<file path="config.mk">
export PLATFORM = sky130hd
export DESIGN_NAME = mul_unit
export DESIGN_NICKNAME = d
export VERILOG_FILES = /design/src/rtl/mul_unit.sv
export SDC_FILE = /design/constraint.sdc
export NUM_CORES = 1
export LEC_CHECK = 0
export ABC_CLOCK_PERIOD_IN_PS = 3250
export BUFFER_PORTS_ARGS = -buffer_cell sky130_fd_sc_hd__buf_2
export CELL_PAD_IN_SITES_DETAIL_PLACEMENT = 1
export CELL_PAD_IN_SITES_GLOBAL_PLACEMENT = 2
export CORE_MARGIN = 5
export CORE_UTILIZATION = 33
export DETAILED_ROUTE_END_ITERATION = 12
export PLACE_DENSITY = 0.74
export SLEW_MARGIN = 5
export SYNTH_ARGS = -nofsm -noshare
export SYNTH_HDL_FRONTEND = slang
export SYNTH_SLANG_ARGS = --single-unit
</file>
<file path="constraint.sdc">
create_clock -name clk -period 3.25 [get_ports clk]
set_input_delay 0.65 -clock clk [delete_from_list [all_inputs] [get_ports clk]]
set_output_delay 0.65 -clock clk [all_outputs]
set_load 0.005 [all_outputs]
</file>
<file path="src/rtl/mul_unit.sv">
// -----------------------------------------------------------------------------
// mul_unit
// Iterative RV32M multiply unit (MUL, MULH, MULHSU, MULHU) for the execute
// stage. It forms operand magnitudes and runs one radix-2 shift-add step per
// clock. A final fix-up stage negates the 2*XLEN-bit product when the operand
// signs differ and selects the low or high half.
//
// Ports:
//   clk     rising-edge clock
//   rst_n   asynchronous active-low reset
//   start   request pulse, sampled only in IDLE or DONE
//   func3   instruction[14:12]: 000 MUL, 001 MULH, 010 MULHSU, 011 MULHU
//   rs1     operand A
//   rs2     operand B
//   busy    high while in CALC or FIX; stall request to the pipeline
//   done    one-cycle pulse, result valid
//   result  product slice, held until the next accepted operation completes
// -----------------------------------------------------------------------------
module mul_unit #(
    parameter int XLEN = 32
) (
    input  logic            clk,
    input  logic            rst_n,
    input  logic            start,
    input  logic [2:0]      func3,
    input  logic [XLEN-1:0] rs1,
    input  logic [XLEN-1:0] rs2,
    output logic            busy,
    output logic            done,
    output logic [XLEN-1:0] result
);

    localparam int CNT_W = $clog2(XLEN);
    localparam logic [CNT_W-1:0] LAST_STEP = CNT_W'(XLEN - 1);

    typedef enum logic [1:0] {
        IDLE = 2'd0,
        CALC = 2'd1,
        FIX  = 2'd2,
        DONE = 2'd3
    } state_t;

    state_t              state;
    logic [2:0]          op;
    logic                neg;
    logic [CNT_W-1:0]    cnt;
    logic [XLEN-1:0]     a_mag;
    // Upper half accumulates partial sums; lower half starts as |B| and is
    // shifted out one multiplier bit per step.
    logic [2*XLEN-1:0]   prod;

    // Two's complement magnitude. The most negative value maps onto 2^(XLEN-1),
    // which is representable because the result is treated as unsigned.
    function automatic logic [XLEN-1:0] magnitude(input logic [XLEN-1:0] v,
                                                  input logic            is_signed);
        if (is_signed && v[XLEN-1])
            return ~v + XLEN'(1);
        return v;
    endfunction

    function automatic logic [2*XLEN-1:0] cond_negate(input logic [2*XLEN-1:0] v,
                                                      input logic              en);
        if (en)
            return ~v + (2*XLEN)'(1);
        return v;
    endfunction

    logic               a_signed;
    logic               b_signed;
    logic               sign_a;
    logic               sign_b;
    logic               accept;
    logic [XLEN-1:0]    addend;
    logic [XLEN:0]      step_sum;
    logic [2*XLEN-1:0]  fixed;

    always_comb begin
        a_signed = (func3 == 3'b001) || (func3 == 3'b010);
        b_signed = (func3 == 3'b001);
        sign_a   = a_signed && rs1[XLEN-1];
        sign_b   = b_signed && rs2[XLEN-1];
        accept   = start && ((state == IDLE) || (state == DONE));
        addend   = prod[0] ? a_mag : '0;
        step_sum = {1'b0, prod[2*XLEN-1:XLEN]} + {1'b0, addend};
        fixed    = cond_negate(prod, neg);
    end

    always_ff @(posedge clk or negedge rst_n) begin
        if (!rst_n) begin
            state  <= IDLE;
            op     <= '0;
            neg    <= 1'b0;
            cnt    <= '0;
            a_mag  <= '0;
            prod   <= '0;
            busy   <= 1'b0;
            done   <= 1'b0;
            result <= '0;
        end else if (accept) begin
            op   <= func3;
            cnt  <= '0;
            busy <= 1'b1;
            done <= 1'b0;
            if (func3[2]) begin
                // Divide encodings are not handled here: bypass the iteration
                // and let FIX emit a zero result.
                a_mag <= '0;
                prod  <= '0;
                neg   <= 1'b0;
                state <= FIX;
            end else begin
                a_mag <= magnitude(rs1, a_signed);
                prod  <= {{XLEN{1'b0}}, magnitude(rs2, b_signed)};
                neg   <= sign_a ^ sign_b;
                state <= CALC;
            end
        end else begin
            case (state)
                IDLE: begin
                    done <= 1'b0;
                end
                CALC: begin
                    prod <= {step_sum, prod[XLEN-1:1]};
                    cnt  <= cnt + CNT_W'(1);
                    if (cnt == LAST_STEP)
                        state <= FIX;
                end
                FIX: begin
                    if (op == 3'b000)
                        result <= fixed[XLEN-1:0];
                    else
                        result <= fixed[2*XLEN-1:XLEN];
                    busy  <= 1'b0;
                    done  <= 1'b1;
                    state <= DONE;
                end
                DONE: begin
                    done  <= 1'b0;
                    state <= IDLE;
                end
                default: begin
                    state <= IDLE;
                end
            endcase
        end
    end

endmodule

</file>
==> impl_metrics.yaml, run 1 <==
status:
  status: "finished, final reports clean"
worst_setup_path:
  cp_slowest_cell: "or4_4"
  cp.depth: 11
  worst_ep_required_time_ns: 3.56
  crit_path_cell_trace: "buf_4, inv_1, ha_1, nand2b_1, or4_4, or3_4, or3b_4, o31ai_4, xor2_1, a21oi_1, mux2_2"
  reg2reg_depth: 11
  path_buf_inv: 2
  critPathCapture: "result[6]"
  start_kind: "register"
  cp-startpoint: "prod[0]"
  critical_path.top_delay_family: "simple AND/OR/NAND/NOR gates"
  end_kind: "register"
  regToRegStartpoint: "prod[0]"
  reg2reg_to: "result[6]"
  cp_slowest_stage_delay_ns: 0.51
  rrSetupSlack_ns: 0.14
  crit_fanout: 7
  path_class: "reg2reg"
  crit_arrival_ns: 3.43
logic_synthesis:
  synth_warnings: 0
  synthCells: 1207
  yosysSeqAreaShare_pct: 34.0
  yosysTopAreaCellShare_pct: 34.0
  async_flop_share_pct: 100
  syn_area_mm2: 0.0104
  synth_compound_area_share_pct: 21.5
  synth_nets: 1319
  synth_xor_area_share_pct: 12.2
  yosysTopAreaCell: "dfrtp_1"
  synthSimpleGateAreaFrac_pct: 18.2
  synth-main-ff-cell: "dfrtp_1"
  synth_enable_flop_cells: 0
  synth_seq_cells: 141
  synth.area.mux_share_pct: 5.21
  synthAdderAreaFrac_pct: 5.14
  synth_area_per_cell_um2: 8.59
  synth_top_family_by_area: "compound AO/OA/AOI/OAI gates"
  synth_area_leaders: "dfrtp_1, xor2_1, o21ai_0, xnor2_1, ha_1"
  synth.distinct_cells: 65
sta:
  worst_pin_slew_ns: 1.06
  max_freq_mhz: 321
  min_period_ns: 3.11
  relSlewSlack_pct: 29.1
  final_max_slew_viol_count: 0
  finalSetupViolations: 0
  fin_crit_sh_pct: 95.8
  hold_violations: 0
  fin_skew_ns: 0.0136
power:
  p_leak_nw: 5.53
  peakVddDrop_v: 0.000476
  report.power.total_w: 0.0116
  power.density_mw_per_mm2: 931
floorplan:
  start_util_pct: 33.1
  row_count: 65
  core-area_mm2: 0.0313
  io_pins: 104
  die-area_mm2: 0.0351
  die_x_um: 187
  die_h_um: 187
place:
  placed_cell_area_mm2: 0.0117
  hpwl_um: 27800
  dp_cells: 1723
  gp_congestion: 0.862
  port_buffers: 103
detailed_routing:
  vias: 9577
  drt_pass1_iterations: 5
  drc: 0
  ant_nets: 0
  drt_wl_total_um: 35500
  post_drt_wl_per_cell_um: 20.2
  drt-vias-per-instance: 5.46
  drtIter0Drc: 512
finish:
  fin_nets: 1452
  syn2layout_area_growth_pct: 19.8
  postLayoutCellArea_mm2: 0.0124
  antenna_cells: 0
  final_cells: 1755
  layout-drive-gt1-share_pct: 18.7
global_route:
  grt_usage_pct: 20.1
  grt_max_degree: 62
  antenna_found_initial: 0
  grt_pass1_wl_um: 57200
  grt_pass1_vias: 10100
  overflow: 0
clock_network:
  clkTransAtPathRegs_ns: 0.07
  h-tree-depth: 4
  cts_setup_buffers: 0
  cts_sinks: 141
  cts_buffers: 17
  root_buffer: "clkbuf_16"
  clock_path_buffers: 2
  insertion_delay_ns: 0.43
  ctsHoldBuffers: 0
  cts_tree: "built"
job:
  drv_cap: 0
min_path:
  hold_path_class: "in2async"
==> Yosys cell counts, types with 19 or more instances <==
| cell | number |
|---|---|
| o22ai_1 | 41 |
| mux2i_1 | 45 |
| nand3_1 | 19 |
| ha_1 | 41 |
| clkbuf_1 | 51 |
| nand2b_1 | 24 |
| o21ai_0 | 109 |
| xnor2_1 | 60 |
| dfrtp_1 | 141 |
| nor3_1 | 26 |
| xor2_1 | 85 |
| nor2_1 | 77 |
| nand2_1 | 119 |
| o31ai_1 | 31 |
| and2_1 | 35 |
| inv_1 | 32 |
| a21oi_1 | 68 |
==> layout by cell type, fill, tap and decap left out, types with 8 or more instances in the layout <==
cell type	netlist	final
and2_1	35	34
o21a_1	8	8
nand2_1	119	118
clkbuf_16	0	17
mux2_2	8	8
nor3_1	26	26
or4_1	13	12
nor2_1	77	77
o221ai_1	17	17
xnor2_1	60	59
a21oi_1	68	67
mux2i_1	45	45
ha_1	41	40
nand2b_1	24	23
dfrtp_1	141	141
nand3_1	19	19
o22ai_1	41	41
buf_2	1	102
a21o_1	18	18
o31ai_1	31	29
o41ai_1	17	13
buf_4	0	74
or3_1	17	14
xor2_1	85	85
o21ai_0	109	109
nor4_1	12	12
inv_1	32	32
==> registers in the layout (all words and copies together) (netlist names) <==
signal	flops
prod	64
busy	1
cnt	5
state	2
a_mag	32
neg	1
result	32
op	3
done	1
==> worst reg2reg max path: cells and delay by family, from the launching register on <==
kind            cells  cell delay, ns
simple gates        4            1.48
flops               1            0.41
mux                 1            0.31
compound gates      2            0.28
buf+inv             2            0.21
xor+xnor            1            0.17
fa+ha+maj           1            0.14
==> cells by family (layout without fill, tap and decap cells) <==
logic type / after synthesis / after routing
adder cells (fa/ha/maj): 42 / 42
AND/OR/NAND/NOR: 379 / 379
flip-flops: 141 / 141
multiplexers: 53 / 53
buffers and inverters: 97 / 243
AO/OA/AOI/OAI: 350 / 350
XOR/XNOR: 145 / 145
==> report_power, final <==
group / switching, W / leakage [nW] / internal (W)
clock network: 0.000899 / 0.279 / 0.00109
registers: 0.000802 / 1.82 / 0.00249
logic: 0.00373 / 3.43 / 0.00255
==> layer usage <==
metal,vias to the layer above,GRT usage (%),routed length (um)
li1,4644,-,-
met1,4785,29.1,17700
met2,134,32.4,16600
met3,14,2.43,838
met4,0,3.78,345
met5,-,0,0
==> worst min-delay path by stage <==
stage             start   endpoint  slack (ns)  depth (start not counted)
2_1_floorplan     rst_n   a_mag[0]        0.35                          0
3_3_place_gp   a_mag[0]   a_mag[0]        0.46                          2
3_5_place_dp   a_mag[0]   a_mag[0]        0.47                          2
4_1_cts           rst_n  a_mag[19]        0.22                          1
5_1_grt           rst_n   prod[50]        0.24                          1
6_report          rst_n   prod[50]        0.20                          1
==> through the flow <==
stage | hold WS [ns] | setup TNS (ns) | setup slack, ns | util, %
2_1_floorplan | 0.354 | 0 | 0.115 | -
3_3_place_gp | 0.456 | 0 | 0.0391 | 37.5
3_5_place_dp | 0.467 | -0.00678 | -0.00678 | 37.5
4_1_cts | 0.222 | 0 | 0.0567 | 39.4
5_1_grt | 0.242 | -0.00178 | -0.00178 | 39.7
6_report | 0.199 | 0 | 0.136 | 39.7
==> layout make-up <==
cell class / instances / area, um^2
sequential: 141 / 3530
clock buffer: 18 / 429
inverter: 32 / 120
timing repair buffer: 179 / 1110
fill: 3724 / 18900
multi-input combinational: 969 / 6580
clock inverter: 14 / 149
tap: 402 / 503
==> repair_timing <==
item | CTS | global route
setup endpoints to repair | 2 | 19
pin swaps | 0 | 5
resized for setup | 2 | 19
(Power assumes the default switching activity.)
==> inputs of run 2 (changes only) <==
--- a/config.mk
+++ b/config.mk
@@ -7,12 +7,12 @@
 export LEC_CHECK = 0
 export ABC_CLOCK_PERIOD_IN_PS = 3250
 export BUFFER_PORTS_ARGS = -buffer_cell sky130_fd_sc_hd__buf_2
-export CELL_PAD_IN_SITES_DETAIL_PLACEMENT = 1
-export CELL_PAD_IN_SITES_GLOBAL_PLACEMENT = 2
+export CELL_PAD_IN_SITES_DETAIL_PLACEMENT = 0
+export CELL_PAD_IN_SITES_GLOBAL_PLACEMENT = 1
 export CORE_MARGIN = 5
-export CORE_UTILIZATION = 33
+export CORE_UTILIZATION = 42
 export DETAILED_ROUTE_END_ITERATION = 12
-export PLACE_DENSITY = 0.74
+export PLACE_DENSITY = 0.75
 export SLEW_MARGIN = 5
 export SYNTH_ARGS = -nofsm -noshare
 export SYNTH_HDL_FRONTEND = slang
==> run 2 against run 1 <==
Cell area is 1.3% lower. Largest power group unchanged. First-iteration DRC count is 48% higher. Clock skew hardly changed. Flip-flop and latch count stayed put. Fmax is 0.54% lower. Worst hold slack worse by 0.027 ns.
==> impl_metrics.yaml, run 2 (synthesis gave the netlist of run 1 again) <==
min_path:
  hold_path_class: "in2async"
sta:
  holdWs_ns: 0.172
  fin_skew_ns: 0.0138
  finalSetupViolations: 0
  min_period_ns: 3.13
  hold_violations: 0
  max_freq_mhz: 319
  fin_crit_sh_pct: 96.3
  final_max_slew_viol_count: 0
  worst_pin_slew_ns: 1.01
  relSlewSlack_pct: 32.7
finish:
  final_cell_mix: "dfrtp_1, nand2_1, o21ai_0, buf_2, xor2_1"
  layout_commonest_cell: "dfrtp_1"
  antenna_cells: 0
  register_area_mm2: 0.00353
  postLayoutCellArea_mm2: 0.0123
  n_fill_cell: 2354
  syn2layout_area_growth_pct: 18.2
  fin_util_pct: 50.4
  fin_nets: 1444
  largest_reg_flops: 64
  regMostFlops: "prod"
  layout-drive-gt1-share_pct: 17.5
  reg_top3: "prod (64), a_mag (32), result (32)"
  final_cells: 1669
  multi_input_area_mm2: 0.00653
worst_setup_path:
  crit_path_cell_trace: "buf_6, and2_1, ha_1, a21oi_1, o21ai_0, nand3_1, buf_4, a31oi_1, o2111ai_1, nand2_1, a2111oi_0, a211o_1"
  worst_ep_required_time_ns: 3.56
  start_kind: "register"
  path_buf_inv: 2
  cp_slowest_stage_delay_ns: 0.40
  critical_path.top_delay_family: "compound AO/OA/AOI/OAI gates"
  crit_arrival_ns: 3.44
  end_kind: "register"
  cp_slowest_cell: "dfrtp_1"
  path_class: "reg2reg"
  crit_fanout: 23
floorplan:
  die_h_um: 167
  die-area_mm2: 0.0279
  row_count: 57
  io_pins: 104
  start_util_pct: 42.6
  die_x_um: 167
  core-area_mm2: 0.0243
place:
  dp_cells: 1637
  placed_cell_area_mm2: 0.0116
  port_buffers: 103
  gp_congestion: 0.883
  hpwl_um: 24700
global_route:
  grt_max_degree: 61
  grt_usage_pct: 22.4
  antenna_found_initial: 0
  grt_pass1_vias: 9107
  grt_pass1_wl_um: 50800
  overflow: 0
clock_network:
  clkTransAtPathRegs_ns: 0.06
  ctsHoldBuffers: 0
  cts_buffers: 17
  insertion_delay_ns: 0.43
  clock_path_buffers: 2
  root_buffer: "clkbuf_16"
  h-tree-depth: 4
  cts_tree: "built"
  cts_sinks: 141
job:
  drv_cap: 0
detailed_routing:
  drt_wl_total_um: 31700
  ant_nets: 0
  drt-vias-per-instance: 5.70
  post_drt_wl_per_cell_um: 19.0
  drt_pass1_iterations: 5
  vias: 9520
  drc: 0
  drtIter0Drc: 756
power:
  power.density_mw_per_mm2: 930
  report.power.total_w: 0.0114
  p_leak_nw: 5.48
  peakVddDrop_v: 0.000398
status:
  status: "finished, final reports clean"
==> run 2: cell count changes in the layout (fill, tap and decap cells not counted), sizes merged <==
cell      previous run  this run
buf                179       171
inv                 42        37
bufinv               1         3
clkinvlp             2         4
clkinv               1         2
==> run 2: final timing paths <==
path | startpoint | endpoint | slack (ns) | cells past startpoint
setup reg to reg | prod[0] | prod[61] | 0.12 | 12
hold / removal | rst_n | prod[35] | 0.17 | 1
max in group asynchronous | rst_n | cnt[3] | 2.27 | 2
hold reg to reg | a_mag[20] | a_mag[20] | 0.47 | 2
min in group clk | a_mag[20] | a_mag[20] | 0.47 | 2
setup / recovery | prod[0] | prod[61] | 0.12 | 12
==> run 2: power by group <==
part,internal [W],total [W],switching [W]
sequential,0.00249,0.00322,0.000731
combinational,0.00250,0.00608,0.00358
clock,0.00123,0.00209,0.000863
total,0.00622,0.0114,0.00518
==> run 2: final cells by class <==
cell class / instances / share of cell area, %
Multi-Input combinational cell: 969 / 53.3
Inverter: 32 / 0.980
Sequential cell: 141 / 28.8
Clock buffer: 18 / 3.50
Tap cell: 324 / 3.31
Clock inverter: 14 / 1.50
Timing Repair Buffer: 171 / 8.66
==> run 2: per-layer routing <==
layer / global-route usage, % / vias up / part of all wire, %
met1: 33.4 / 4600 / 48
met5: 0 / - / 0
met4: 3.52 / 0 / 0.81
li1: - / 4647 / -
met2: 35.4 / 253 / 46
met3: 3.14 / 20 / 4.8
==> run 2: through the flow <==
step	TNS, ns	setup WS (ns)
after floorplan	0	0.115
after global placement	0	0.110
after detailed placement	0	0.0413
after CTS	0	0.0449
after global routing	-0.00368	-0.00368
final	0	0.119
==> run 2: timing repair <==
item | 4_1_cts | 5_1_grt
resized for setup | 0 | 11
endpoints found under the setup margin | 0 | 15
buffers inserted | 0 | 0
endpoints found under the hold margin | 0 | 0
==> inputs of run 3 (changes only) <==
--- a/config.mk
+++ b/config.mk
@@ -10,9 +10,11 @@
 export CELL_PAD_IN_SITES_DETAIL_PLACEMENT = 0
 export CELL_PAD_IN_SITES_GLOBAL_PLACEMENT = 1
 export CORE_MARGIN = 5
-export CORE_UTILIZATION = 42
+export CORE_UTILIZATION = 30
+export CTS_BUF_LIST = sky130_fd_sc_hd__clkbuf_4
+export CTS_CLUSTER_SIZE = 12
 export DETAILED_ROUTE_END_ITERATION = 12
-export PLACE_DENSITY = 0.75
+export PLACE_DENSITY = 0.56
 export SLEW_MARGIN = 5
 export SYNTH_ARGS = -nofsm -noshare
 export SYNTH_HDL_FRONTEND = slang
==> run 3 against run 2 <==
Clock skew rose by 0.024 ns. Combinational power rose by 2%. Fmax up 0.43%. Cell count is 8.4% higher.
==> impl_metrics.yaml, run 3 (synthesis gave the netlist of run 1 again) <==
status:
  status: "finished, final reports clean"
detailed_routing:
  post_drt_wl_per_cell_um: 19.2
  drt_pass1_iterations: 7
  drtIter0Drc: 421
  vias: 9399
  drt-vias-per-instance: 5.20
  drt_wl_total_um: 34800
  ant_nets: 0
  drc: 0
global_route:
  grt_usage_pct: 18.0
  met3_usage_pct: 2.18
  grt_use_met2_pct: 29.1
  top_usage_layer: "met2"
  grt_pass1_wl_um: 55100
  antenna_found_initial: 1
  grt_max_degree: 58
  use_met1_pct: 26.3
  grt_pass1_vias: 9409
  overflow: 0
worst_setup_path:
  start_kind: "register"
  crit_fanout: 35
  cp_slowest_cell: "or4_1"
  critPathCapture: "result[30]"
  cp_slowest_stage_delay_ns: 0.51
  crit_path_cell_trace: "buf_12, inv_1, ha_1, nand2b_1, or4_1, or3_1, buf_4, nor3b_1, nand2_1, o41ai_1, xor2_1, o221ai_1"
  end_kind: "register"
  crit_arrival_ns: 3.53
  cp-startpoint: "prod[0]"
  rrSetupSlack_ns: 0.13
  worst_ep_required_time_ns: 3.66
  regToRegStartpoint: "prod[0]"
  path_class: "reg2reg"
  reg2reg_to: "result[30]"
  reg2reg_depth: 12
finish:
  n_fill_cell: 3671
  postLayoutCellArea_mm2: 0.0122
  largest_reg_flops: 64
  syn2layout_area_growth_pct: 17.3
  final_cells: 1809
  final_cell_mix: "dfrtp_1, nand2_1, o21ai_0, buf_2, xor2_1"
  reg_top3: "prod (64), a_mag (32), result (32)"
  layout_commonest_cell: "dfrtp_1"
  layout-drive-gt1-share_pct: 17.8
  regMostFlops: "prod"
  fin_nets: 1451
floorplan:
  row_count: 68
  core-area_mm2: 0.0344
  die_x_um: 196
  die-area_mm2: 0.0384
  die_h_um: 196
  start_util_pct: 30.2
  io_pins: 104
sta:
  final_max_slew_viol_count: 0
  fin_skew_ns: 0.0378
  fin_crit_sh_pct: 95.9
  max_freq_mhz: 321
  relSlewSlack_pct: 25.6
  finalSetupViolations: 0
  min_period_ns: 3.12
  final.setup.tns_ns: 0
  worst_pin_slew_ns: 1.11
  rsz0062_at_grt: "true"
  hold_violations: 0
clock_network:
  clock_path_buffers: 2
  cts_sinks: 141
  cts_tree: "built"
  insertion_delay_ns: 0.57
  cts_buffers: 17
  h-tree-depth: 4
  root_buffer: "clkbuf_4"
  clkTransAtPathRegs_ns: 0.15
  cts_setup_buffers: 0
min_path:
  hold_path_class: "in2reg"
place:
  port_buffers: 103
  gp_congestion: 0.843
  dp_cells: 1774
  placed_cell_area_mm2: 0.0118
  hpwl_um: 27700
power:
  report.power.total_w: 0.0107
  peakVddDrop_v: 0.000351
  p_leak_nw: 5.37
  power.density_mw_per_mm2: 882
job:
  drv_cap: 0
==> run 3: changes by cell type in the layout (fill, tap and decap cells not counted), moves of 2 or more <==
cell / before / now
buf_4: 65 / 72
diode_2: 0 / 2
clkbuf_16: 17 / 0
clkbuf_4: 0 / 18
inv_6: 4 / 7
==> run 3: final cells by class <==
class                      instances  area (um^2)  area share [%]
multi-input combinational        969         6530            53.7
inverter                          32          120           0.988
tap                              455          569            4.68
timing repair buffer             178         1110            9.15
antenna                            2         5.00          0.0412
clock inverter                    14          156            1.29
sequential                       141         3530            29.0
clock buffer                      18          135            1.11
==> run 3: worst min path at each step <==
stage / start / endpoint / slack, ns / cells after the start
CTS: func3[1] / op[1] / 0.25 / 3
finish: func3[1] / op[1] / 0.32 / 3
global placement: a_mag[0] / a_mag[0] / 0.46 / 2
detailed placement: a_mag[25] / a_mag[25] / 0.47 / 2
floorplan: rst_n / a_mag[0] / 0.35 / 0
global route: func3[1] / op[1] / 0.27 / 3
==> run 3: per-layer routing <==
| layer | up-vias | wire length (um) |
|---|---|---|
| met3 | 12 | 938 |
| met5 | - | 0 |
| met4 | 0 | 254 |
| met2 | 184 | 16300 |
| met1 | 4561 | 17300 |
| li1 | 4642 | - |
==> run 3: power breakdown <==
group	internal (W)	total, W	switching [W]	leakage, nW
combinational	0.00253	0.00620	0.00367	3.41
clock	0.000480	0.00124	0.000756	0.149
sequential	0.00248	0.00328	0.000800	1.82
==> run 3: through the flow <==
stage	util [%]	setup WS [ns]	hold WS [ns]
finish	35.4	0.132	0.319
global route	35.4	-0.0471	0.271
floorplan	-	0.115	0.354
global placement	34.3	0.0623	0.456
CTS	35.2	0.0564	0.248
detailed placement	34.3	0.0486	0.467
==> run 3: what timing repair did <==
item | in CTS | in global routing
hold buffers | 1 | 0
resized for setup | 0 | 12
endpoints found under the hold margin | 18 | 0
setup endpoints to repair | 0 | 15
==> run 3: critical path: cells and delay by family (launching register included) <==
family,cells,cell delay [ns]
compound gates,2,0.51
simple gates,5,1.32
fa+ha+maj,1,0.14
xor+xnor,1,0.20
buf+inv,3,0.41
flops,1,0.42
